## config.mk

```make
export PLATFORM = sky130hd
export DESIGN_NAME = a51_stream_decrypt
export DESIGN_NICKNAME = d
export VERILOG_FILES = /design/src/rtl/a51_pkg.sv /design/src/rtl/a51_core.sv /design/src/rtl/a51_stream_decrypt.sv
export SDC_FILE = /design/constraint.sdc
export NUM_CORES = 1
export LEC_CHECK = 0
export CAP_MARGIN = 25
export CELL_PAD_IN_SITES_DETAIL_PLACEMENT = 0
export CELL_PAD_IN_SITES_GLOBAL_PLACEMENT = 1
export CORE_MARGIN = 2
export CORE_UTILIZATION = 35
export DETAILED_ROUTE_END_ITERATION = 16
export PLACE_DENSITY_LB_ADDON = 0.1
export SYNTH_ARGS = -nofsm -noshare
export SYNTH_HDL_FRONTEND = slang
export SYNTH_SLANG_ARGS = --single-unit
```

## constraint.sdc

```tcl
create_clock -name clk -period 2.95 [get_ports clk]
set_input_delay 0.59 -clock clk [delete_from_list [all_inputs] [get_ports clk]]
set_output_delay 0.59 -clock clk [all_outputs]
set_load 0.01 [all_outputs]
```

## src/rtl/a51_pkg.sv

```systemverilog
// ============================================================================
// Module  : a51_pkg
// Purpose : Shared A5/1 register geometry, stage lengths and FSM encoding.
// Revision: 1.0 - initial release
// ============================================================================
`default_nettype none

package a51_pkg;

    localparam int R1_LEN = 19;
    localparam int R2_LEN = 22;
    localparam int R3_LEN = 23;

    localparam int R1_CLK = 8;
    localparam int R2_CLK = 10;
    localparam int R3_CLK = 10;

    // Feedback masks: R1 {18,17,16,13}, R2 {21,20}, R3 {22,21,20,7}
    localparam logic [R1_LEN-1:0] R1_TAPS = 19'h7_2000;
    localparam logic [R2_LEN-1:0] R2_TAPS = 22'h30_0000;
    localparam logic [R3_LEN-1:0] R3_TAPS = 23'h70_0080;

    localparam int KEY_CYCLES   = 64;
    localparam int FRAME_CYCLES = 22;
    localparam int MIX_CYCLES   = 100;
    localparam int GEN_CYCLES   = 8;
    localparam int STEP_CNT_W   = 7;

    typedef enum logic [2:0] {
        IDLE       = 3'd0,
        LOAD_KEY   = 3'd1,
        LOAD_FRAME = 3'd2,
        MIX        = 3'd3,
        GEN        = 3'd4,
        XFER       = 3'd5,
        DRAIN      = 3'd6
    } a51_state_e;

    function automatic logic maj3(input logic a, input logic b, input logic c);
        return (a & b) | (a & c) | (b & c);
    endfunction

endpackage

`default_nettype wire

```

## src/rtl/a51_core.sv

```systemverilog
// ============================================================================
// Module  : a51_core
// Purpose : A5/1 register bank (R1-R3) with load and majority-clocked stepping.
// Revision: 1.0 - initial release
// ============================================================================
`default_nettype none

module a51_core
    import a51_pkg::*;
(
    input  logic clk,
    input  logic reset,
    input  logic clear_i,
    input  logic step_en_i,
    input  logic load_mode_i,
    input  logic load_bit_i,
    output logic ks_bit_o
);

    logic [R1_LEN-1:0] r1_q, r1_d;
    logic [R2_LEN-1:0] r2_q, r2_d;
    logic [R3_LEN-1:0] r3_q, r3_d;

    logic w_inj;
    logic w_fb1, w_fb2, w_fb3;
    logic w_maj;
    logic w_en1, w_en2, w_en3;

    assign w_inj = load_mode_i & load_bit_i;
    assign w_fb1 = (^(r1_q & R1_TAPS)) ^ w_inj;
    assign w_fb2 = (^(r2_q & R2_TAPS)) ^ w_inj;
    assign w_fb3 = (^(r3_q & R3_TAPS)) ^ w_inj;

    // Loading steps every register; otherwise only those agreeing with majority
    assign w_maj = maj3(r1_q[R1_CLK], r2_q[R2_CLK], r3_q[R3_CLK]);
    assign w_en1 = load_mode_i || (r1_q[R1_CLK] == w_maj);
    assign w_en2 = load_mode_i || (r2_q[R2_CLK] == w_maj);
    assign w_en3 = load_mode_i || (r3_q[R3_CLK] == w_maj);

    always_comb begin
        r1_d = r1_q;
        r2_d = r2_q;
        r3_d = r3_q;
        if (clear_i) begin
            r1_d = '0;
            r2_d = '0;
            r3_d = '0;
        end else if (step_en_i) begin
            if (w_en1) r1_d = {r1_q[R1_LEN-2:0], w_fb1};
            if (w_en2) r2_d = {r2_q[R2_LEN-2:0], w_fb2};
            if (w_en3) r3_d = {r3_q[R3_LEN-2:0], w_fb3};
        end
    end

    // Keystream bit is taken from the post-step register values
    assign ks_bit_o = r1_d[R1_LEN-1] ^ r2_d[R2_LEN-1] ^ r3_d[R3_LEN-1];

    always_ff @(posedge clk or posedge reset) begin
        if (reset) begin
            r1_q <= '0;
            r2_q <= '0;
            r3_q <= '0;
        end else begin
            r1_q <= r1_d;
            r2_q <= r2_d;
            r3_q <= r3_d;
        end
    end

endmodule

`default_nettype wire

```

## src/rtl/a51_stream_decrypt.sv

```systemverilog
// ============================================================================
// Module  : a51_stream_decrypt
// Purpose : A5/1 setup sequencer and byte-wise ciphertext-to-plaintext stage.
// Revision: 1.0 - initial release
// ============================================================================
`default_nettype none

module a51_stream_decrypt
    import a51_pkg::*;
#(
    parameter int MSG_BYTES = 16,
    parameter int CNT_W     = 5
) (
    input  logic             clk,
    input  logic             reset,
    input  logic [63:0]      key,
    input  logic [21:0]      frame,
    input  logic             start,
    output logic             busy,
    output logic             setup_done,
    input  logic             ct_valid,
    input  logic [7:0]       ct_data,
    output logic             ct_ready,
    output logic             pt_valid,
    output logic [7:0]       pt_data,
    input  logic             pt_ready,
    output logic [CNT_W-1:0] byte_count,
    output logic             done
);

    a51_state_e             state_q, state_d;
    logic [STEP_CNT_W-1:0]  cnt_q, cnt_d;
    logic [CNT_W-1:0]       byte_cnt_q, byte_cnt_d;
    logic [7:0]             ks_q, ks_d;
    logic                   pt_valid_q, pt_valid_d;
    logic [7:0]             pt_data_q, pt_data_d;
    logic                   done_q, done_d;

    logic w_core_clear;
    logic w_core_step;
    logic w_core_load;
    logic w_core_bit;
    logic w_ks_bit;
    logic w_ct_ready;
    logic w_ct_hs;

    a51_core u_core (
        .clk         (clk),
        .reset       (reset),
        .clear_i     (w_core_clear),
        .step_en_i   (w_core_step),
        .load_mode_i (w_core_load),
        .load_bit_i  (w_core_bit),
        .ks_bit_o    (w_ks_bit)
    );

    assign w_ct_ready = (state_q == XFER) && (!pt_valid_q || pt_ready);
    assign w_ct_hs    = w_ct_ready && ct_valid;

    always_comb begin
        state_d      = state_q;
        cnt_d        = cnt_q;
        byte_cnt_d   = byte_cnt_q;
        ks_d         = ks_q;
        pt_valid_d   = pt_valid_q;
        pt_data_d    = pt_data_q;
        done_d       = 1'b0;
        w_core_clear = 1'b0;
        w_core_step  = 1'b0;
        w_core_load  = 1'b0;
        w_core_bit   = 1'b0;

        if (pt_ready) pt_valid_d = 1'b0;

        case (state_q)
            IDLE: begin
                if (start) begin
                    state_d      = LOAD_KEY;
                    cnt_d        = '0;
                    byte_cnt_d   = '0;
                    w_core_clear = 1'b1;
                end
            end
            LOAD_KEY: begin
                w_core_step = 1'b1;
                w_core_load = 1'b1;
                w_core_bit  = key[cnt_q[5:0]];
                cnt_d       = cnt_q + 7'd1;
                if (cnt_q == STEP_CNT_W'(KEY_CYCLES - 1)) begin
                    state_d = LOAD_FRAME;
                    cnt_d   = '0;
                end
            end
            LOAD_FRAME: begin
                w_core_step = 1'b1;
                w_core_load = 1'b1;
                w_core_bit  = frame[cnt_q[4:0]];
                cnt_d       = cnt_q + 7'd1;
                if (cnt_q == STEP_CNT_W'(FRAME_CYCLES - 1)) begin
                    state_d = MIX;
                    cnt_d   = '0;
                end
            end
            MIX: begin
                w_core_step = 1'b1;
                cnt_d       = cnt_q + 7'd1;
                if (cnt_q == STEP_CNT_W'(MIX_CYCLES - 1)) begin
                    state_d = GEN;
                    cnt_d   = '0;
                end
            end
            GEN: begin
                w_core_step = 1'b1;
                ks_d        = {ks_q[6:0], w_ks_bit};
                cnt_d       = cnt_q + 7'd1;
                if (cnt_q == STEP_CNT_W'(GEN_CYCLES - 1)) begin
                    state_d = XFER;
                    cnt_d   = '0;
                end
            end
            XFER: begin
                if (w_ct_hs) begin
                    pt_data_d  = ct_data ^ ks_q;
                    pt_valid_d = 1'b1;
                    byte_cnt_d = byte_cnt_q + CNT_W'(1);
                    if (byte_cnt_q == CNT_W'(MSG_BYTES - 1)) begin
                        done_d  = 1'b1;
                        state_d = DRAIN;
                    end else begin
                        state_d = GEN;
                        cnt_d   = '0;
                    end
                end
            end
            DRAIN: begin
                if (!pt_valid_q || pt_ready) state_d = IDLE;
            end
            default: state_d = IDLE;
        endcase
    end

    always_ff @(posedge clk or posedge reset) begin
        if (reset) begin
            state_q    <= IDLE;
            cnt_q      <= '0;
            byte_cnt_q <= '0;
            ks_q       <= '0;
            pt_valid_q <= 1'b0;
            pt_data_q  <= '0;
            done_q     <= 1'b0;
        end else begin
            state_q    <= state_d;
            cnt_q      <= cnt_d;
            byte_cnt_q <= byte_cnt_d;
            ks_q       <= ks_d;
            pt_valid_q <= pt_valid_d;
            pt_data_q  <= pt_data_d;
            done_q     <= done_d;
        end
    end

    // done is registered, so it is seen together with the last pt_valid
    assign busy       = (state_q != IDLE);
    assign setup_done = (state_q == GEN) || (state_q == XFER) || (state_q == DRAIN);
    assign ct_ready   = w_ct_ready;
    assign pt_valid   = pt_valid_q;
    assign pt_data    = pt_data_q;
    assign byte_count = byte_cnt_q;
    assign done       = done_q;

endmodule

`default_nettype wire

```

Word-level counts from Yosys, hierarchy flattened
Cells that the tools add are included.
{ "totals": {"input_bits": 99, "latchBits": 0, "mem_bits_rw": 0, "word_cells": 124, "reg_bits": 97, "n_memories": 0, "rom_bits": 0} }
{ "classes": {"add_sub_neg": 2, "n_shift": 0, "bitwise_logic": 12, "eq_ne": 22, "n_div": 0, "order_cmp": 2, "multipliers": 0, "n_mux": 44, "n_reduce_logical": 29} }
{ "ops": {"columns": ["op", "count"], "rows": [
  ["23-bit two-way mux", 3],
  ["22-bit two-way mux", 3],
  ["19-bit two-way mux", 3],
  ["7-bit two-way mux", 7],
  ["7-bit case mux with 6 select lines", 1],
  ["23-bit parity", 1],
  ["22-bit parity", 1],
  ["3-bit two-way mux", 7],
  ["3-bit case mux with 7 select lines", 1],
  ["19-bit parity", 1],
  ["2-bit inequality test (second input constant)", 8],
  ["1-bit two-way mux", 12],
  ["5-bit two-way mux", 2],
  ["5-bit case mux with 2 select lines", 1],
  ["2-bit nonzero test", 5],
  ["3-bit == test (second input constant)", 3],
  ["2-bit AND reduction", 4],
  ["8-bit bitwise XOR", 1],
  ["7-bit by 1-bit adder with 7-bit output (second input constant)", 1],
  ["7-bit by 3-bit == test with 1-bit output (second input constant)", 1],
  ["7-bit by 5-bit == test with 1-bit output (second input constant)", 1],
  ["7-bit by 6-bit == test with 1-bit output (second input constant)", 1],
  ["7-bit == test (second input constant)", 1],
  ["6-bit by 7-bit less-than comparator with 1-bit output (second input constant)", 1],
  ["other kinds (24)", 41]
]} }

Longest topological paths before layout
Gate-level depths: netlist (run 1).
{ "logic_depth": {"depth_word": 10, "depth_mapped": 11} }

By module
Synthesis (run 1) repeated with hierarchy kept, for this count alone.
{ "unflattened": {"cells_unflattened": 458, "hier_area_um2": 5143.7} }
{ "modules_own_cells": {"columns": ["module", "area_per_inst_um2", "cells_each", "n_inst", "seq_area_each_um2"], "rows": [
  ["a51_stream_decrypt", 2573.7, 268, 1, 825.8],
  ["a51_core", 2570.0, 190, 1, 1601.5]
]} }

Least setup slack after synthesis (run 1)
Ideal clock, no wire load.
{ "synth_timing": {"path_type": "register -> register", "startpoint": "reg cnt_q[1]", "endpoint": "reg cnt_q[6]", "setup_ns": 0.082, "path_slack_ns": 0.754, "stages_incl_launch_ff": 12, "arrival_time_ns": 2.113, "path_buffers": 4, "path_cell_list": "dfrtp_1 > buf_6 > buf_12 > buf_4 > inv_1 > ha_1 > a41oi_1 > a211oi_1 > o32ai_1 > buf_2 > o21ai_0 > a31oi_1"} }
{ "synth_between": {"elab_chain_len": 3} }
{ "synth_lines": {"columns": ["element", "line", "text"], "rows": [
  ["start: declaration", "a51_stream_decrypt.sv:32", "logic [STEP_CNT_W-1:0] cnt_q, cnt_d;"],
  ["start signal: assignment", "a51_stream_decrypt.sv:153", "cnt_q <= cnt_d;"],
  ["7-bit by 1-bit adder with 7-bit output, or another cell as far along", null, null],
  ["7-bit two-way mux (on tied branches)", null, null],
  ["7-bit case mux with 6 select lines *", "a51_stream_decrypt.sv:75", "case (state_q)"]
]} }
Mark *: on every way between the ends. The rest lies on a longest branch, timed or not.
A chain may end at the register's enable or synchronous reset.

Worst setup path in the final report (run 1)
{ "layout_timing": {"startpoint": "reg state_q[2]", "endpoint": "out setup_done"} }
{ "layout_between": {"elab_chain_len": 3} }
{ "layout_lines": {"columns": ["element", "line", "text"], "rows": [
  ["start: declaration", "a51_stream_decrypt.sv:31", "a51_state_e state_q, state_d;"],
  ["start signal: assignment", "a51_stream_decrypt.sv:152", "state_q <= state_d;"],
  ["3-bit == test", "a51_stream_decrypt.sv:164", "assign setup_done = (state_q == GEN) || (state_q == XFER) || (state_q == DRAIN);"],
  ["1-bit logical OR", "a51_stream_decrypt.sv:164", null],
  ["1-bit logical OR *", "a51_stream_decrypt.sv:164", null],
  ["end: declaration", "a51_stream_decrypt.sv:20", "output logic setup_done,"]
]} }
Marked as above.

==> flow_summary.toml, run 1 <==
[place]
pre_cts_ws_ps = 244
port_buffers = 116
gp_congestion = 0.762
hpwl_um = 9860

[layout]
area_growth_pct = 32.5
fin_nets = 780
utilization_pct = 47.2
drive_above_1_share_pct = 9.82
layout_common_cells = "clkdlybuf4s50_1 (116), dfrtp_1 (97), o21ai_0 (76)"
antenna_cells = 0
layout_commonest_cell = "clkdlybuf4s50_1"

[sta]
finalCritPeriodShare_pct = 89.8
setup_viol = 0
tns_ps = 0
hold_viol_final = 0
rsz0062_at_grt = "false"
max_slew_margin_pct = 56.9
setup_slack_ps = 302
fmax_ghz = 0.378
slew_violations = 0
finalClockSkew_ps = 9.26
period_minus_slack_ps = 2650
worst_slew_pin_slew_ps = 644

[floorplan]
rows = 45
floorplan.initialDensity_pct = 35.7
die_height_um = 128
die-area_um2 = 16400
coreArea_um2 = 15100
num_io_pins = 117
die-width_um = 128

[worst_setup_path]
crit_required_ps = 2360
cp_max_fo = 19
cp.buffers_inverters = 2
cp_cell_sequence = "inv_1 > a21oi_1 > clkdlybuf4s50_1"
crit_path_max_incr_delay_ps = 720
endpoint_kind = "primary output"
worst-setup-path-type = "reg -> out"
worst-endpoint-arrival_ps = 2060
crit_path_start_kind = "register"
worst_path_dominant_cell_family = "buffers and inverters"
cpMaxStageDelayCell = "dfrtp_1"

[clock_network]
post_cts_buffers = 0
postCtsResizedCells = 0
cts_buffers = 9
cts.sinks = 97
clk_path_buf_depth = 2
cts_tree = "yes"
worstSkewPairLatency_ps = 350
htreeDepth = 3
path_clk_slew_ps = 60
cts-root-buf = "clkbuf_16"
hold_buffers = 0

[global_routing]
grt.met1_usage_pct = 23.1
grt_first_pass_wirelength_um = 22500
use_met2_pct = 28.2
grt_max_degree = 49
overflow = 0
met3_usage_pct = 3.96
top_usage_layer = "met2"
grt_usage_pct = 17.2
antenna_found_initial = 0
grt_pass1_vias = 4458

[power_and_ir_drop]
peakVddDrop_mv = 0.529
power_density_nw_per_um2 = 833
p_leak_uw = 0.00296

[route]
wl_per_cell_um = 15.2
drt-total-wl_um = 13200
dr.pass1.iters = 4
viasPerCell = 5.09
drc = 0
ant_nets = 0
drt_iter0_markers = 187
vias = 4427

[yosys]
syn_avg_cell_area_um2 = 9.49
ys_types = 64
synth_warnings = 0
synth_top_cell_by_area = "dfrtp_1"
synth-seq-cells = 97
syn-num-nets = 670
synthCells = 567
async_flop_share_pct = 100
synth_enable_flop_cells = 0
synth_ff_type = "dfrtp_1"
synthTopCellsByArea = "dfrtp_1 (45%), o21ai_0 (7.1%), nand3_1 (6.2%)"
synth_top_area_share_pct = 45.1
syn_area_um2 = 5380
synth_seq_area_share_pct = 45.1

[run_status]
outcome = "finished clean"

[min_path]
holdCritPathClass = "in -> async"

[job]
cap_viol_max_count = 0
[kinds of logic (layout without fill, tap and decap cells)]
logic type	Yosys count	in the layout	synth area share [%]
compound gates	134	134	15.1
simple gates	165	165	15.9
xor+xnor	18	18	3.19
fa+ha+maj	4	4	0.930
flops	97	97	45.1
mux	41	41	11.3
buf+inv	108	223	8.46
[layer usage]
| layer | share of wire [%] | vias up |
|---|---|---|
| li1 | - | 2194 |
| met1 | 47 | 2152 |
| met2 | 49 | 65 |
| met3 | 2.8 | 16 |
| met4 | 1.4 | 0 |
| met5 | 0 | - |
[synthesized netlist by cell type, types with 5 or more instances]
cell type and instances:
nor3_1 5, and2_1 5, mux2_2 8, o21ai_0 76
xnor2_1 15, nor2_1 16, nor2b_1 6, a31oi_1 6
clkbuf_1 21, nand2_1 36, buf_2 9, a21oi_1 14
dfrtp_1 97, nand3_1 67, mux4_2 9, mux2i_1 18
inv_1 72
[sequential cells by signal (all words and copies together), names as in the netlist, 3 cells and up]
name,cells
u_core.r3_q,23
state_q,3
pt_data,8
byte_count,5
u_core.r1_q,19
ks_q,8
u_core.r2_q,22
cnt_q,7
[final timing paths]
path                                           to  slack, ps                    from  cells after the start
min in group clk           pt_data[5]$_DFFE_PP0P_        480  pt_data[5]$_DFFE_PP0P_                      2
min reg2reg                pt_data[5]$_DFFE_PP0P_        480  pt_data[5]$_DFFE_PP0P_                      2
max                                    setup_done        300  state_q[2]$_DFFE_PP0P_                      3
max in group asynchronous    cnt_q[4]$_DFFE_PP0P_       1870                   reset                      3
min                        pt_data[0]$_DFFE_PP0P_        480                   reset                      2
max reg2reg                  cnt_q[6]$_DFFE_PP0P_        470    cnt_q[3]$_DFFE_PP0P_                      7
[area by class of cell]
| cell class | instances | area (µm²) |
|---|---|---|
| Sequential cell | 97 | 2430 |
| Multi-Input combinational cell | 362 | 2500 |
| Inverter | 72 | 274 |
| Clock buffer | 11 | 253 |
| Fill cell | 1444 | 7960 |
| Timing Repair Buffer | 135 | 1330 |
| Tap cell | 188 | 235 |
| Clock inverter | 5 | 110 |
[stage by stage]
| step | hold WS (ps) | cells | power (µW) | area [µm²] |
|---|---|---|---|---|
| after floorplan | 469 | 567 | 3940 | 5380 |
| after global placement | 465 | 854 | 4560 | 6770 |
| after detailed placement | 474 | 854 | 4600 | 6770 |
| after CTS | 472 | 870 | 6040 | 7130 |
| after global routing | 476 | 870 | 6430 | 7130 |
| final | 483 | 870 | 5940 | 7130 |
[power by group]
| group | switching [µW] | internal, µW |
|---|---|---|
| logic | 1330 | 1130 |
| registers | 352 | 1730 |
| clock network | 518 | 883 |
| total | 2200 | 3740 |
(Power assumes the default switching activity.)
==> run 2: changes to the inputs <==
CORE_UTILIZATION = 44   (was 35)
DONT_BUFFER_PORTS = 1   (was not set)
==> flow_summary.toml, run 2 (synthesis gave the netlist of run 1 again) <==
[layout]
layout_common_cells = "dfrtp_1 (97), o21ai_0 (76), inv_1 (71)"
antenna_cells = 0
area_growth_pct = 8.95
fin_nets = 660
fin_area_um2 = 5860
largest_register = "u_core.r3_q"
largest_reg_flops = 23
drive_above_1_share_pct = 11.2
layout_commonest_cell = "dfrtp_1"
reg_top3 = "u_core.r3_q x23, u_core.r2_q x22, u_core.r1_q x19"

[worst_setup_path]
cp_max_fo = 19
r2r_slack_ps = 340
crit_end = "u_core.r3_q[0]$_DFFE_PP0P_"
crit_path_start_kind = "register"
crit_required_ps = 3200
crit_start = "cnt_q[1]$_DFFE_PP0P_"
timing.rr.end = "u_core.r3_q[0]$_DFFE_PP0P_"
r2r_start = "cnt_q[1]$_DFFE_PP0P_"
worst-endpoint-arrival_ps = 2860
worst-setup-path-type = "reg -> reg"
endpoint_kind = "register"
worstRegToRegCells = 8

[route]
dr.pass1.iters = 4
wl_per_cell_um = 16.3
drc = 0
ant_nets = 0
vias = 3969
drt_iter0_markers = 198
viasPerCell = 5.60
drt-total-wl_um = 11500

[min_path]
holdCritPathClass = "in -> async"

[global_routing]
grt_first_pass_wirelength_um = 19600
overflow = 0
antenna_found_initial = 0
grt_pass1_vias = 3890
grt_usage_pct = 19.0
grt_max_degree = 45

[sta]
finalClockSkew_ps = 5.68
rsz0062_at_grt = "false"
worst_slew_pin_slew_ps = 782
tns_ps = 0
finalCritPeriodShare_pct = 88.4
period_minus_slack_ps = 2610
max_slew_margin_pct = 47.6
fmax_ghz = 0.383
hold_viol_final = 0
setup_viol = 0
slew_violations = 0

[power_and_ir_drop]
switchingPower_uw = 2130
p_int_uw = 3500
p_leak_uw = 0.00248
pwr-share-comb_pct = 40.4
peakVddDrop_mv = 0.609
power_density_nw_per_um2 = 962
swShare_pct = 37.8
clkPwrFrac_pct = 23.1
p_seq_share_pct = 36.5

[place]
hpwl_um = 8370
gp_congestion = 0.840
port_buffers = 0
placed_cell_area_um2 = 5520

[clock_network]
path_clk_slew_ps = 70
postCtsResizedCells = 0
cts.sinks = 97
htreeDepth = 3
clk_path_buf_depth = 2
cts_tree = "yes"
hold_buffers = 0
cts_buffers = 9
cts-root-buf = "clkbuf_16"
worstSkewPairLatency_ps = 340
post_cts_buffers = 0

[floorplan]
die-area_um2 = 13100
coreArea_um2 = 12000
floorplan.initialDensity_pct = 45.0
die_height_um = 115
die-width_um = 115
rows = 40
num_io_pins = 117

[job]
cap_viol_max_count = 0

[run_status]
outcome = "finished clean"
==> run 2: final cells by class <==
class | instances | area [µm²]
clock buffer | 11 | 253
timing repair buffer | 15 | 138
tap | 147 | 184
fill | 1138 | 6100
inverter | 72 | 274
clock inverter | 5 | 86.3
sequential | 97 | 2430
multi-input combinational | 362 | 2500
==> run 2: how the worst min path moves through the flow <==
stage	endpoint	slack (ps)
floorplan	u_core.r1_q[10]$_DFFE_PP0P_	470
global placement	u_core.r1_q[14]$_DFFE_PP0P_	480
detailed placement	u_core.r1_q[1]$_DFFE_PP0P_	490
CTS	pt_data[5]$_DFFE_PP0P_	260
global route	pt_data[0]$_DFFE_PP0P_	280
finish	pt_data[0]$_DFFE_PP0P_	240
==> run 2: power by group through the flow <==
stage	clock [µW]	combinational, µW	sequential (µW)
CTS	1340	2310	2060
floorplan	0	2000	1940
global placement	0	2270	2070
detailed placement	0	2300	2080
finish	1300	2280	2060
global route	1400	2610	2120
==> run 2: per-layer routing <==
metal,global-route usage [%],vias up,wire length [µm]
met2,29.3,73,5420
met4,5.61,0,204
li1,-,1963,-
met1,26.1,1916,5450
met3,5.19,17,452
met5,0,-,0
==> run 2: per-stage QoR <==
stage / setup slack (ps) / hold WS [ps] / util, % / total power, µW / instances
final: 342 / 239 / 49.0 / 5640 / 709
after floorplan: 754 / 469 / - / 3940 / 567
after CTS: 377 / 258 / 49.0 / 5710 / 709
after global placement: 484 / 481 / 46.2 / 4330 / 693
after global routing: 242 / 276 / 49.0 / 6130 / 709
after detailed placement: 408 / 490 / 46.2 / 4380 / 693
==> run 2: worst max-delay path: stages, from the launching register on <==
cell and delay, ps:
dfrtp_1 390, buf_4 250, buf_4 320, mux2i_1 130, a2111oi_0 560, nand3_1 200
and4_1 280, and4_1 200, o31ai_2 170
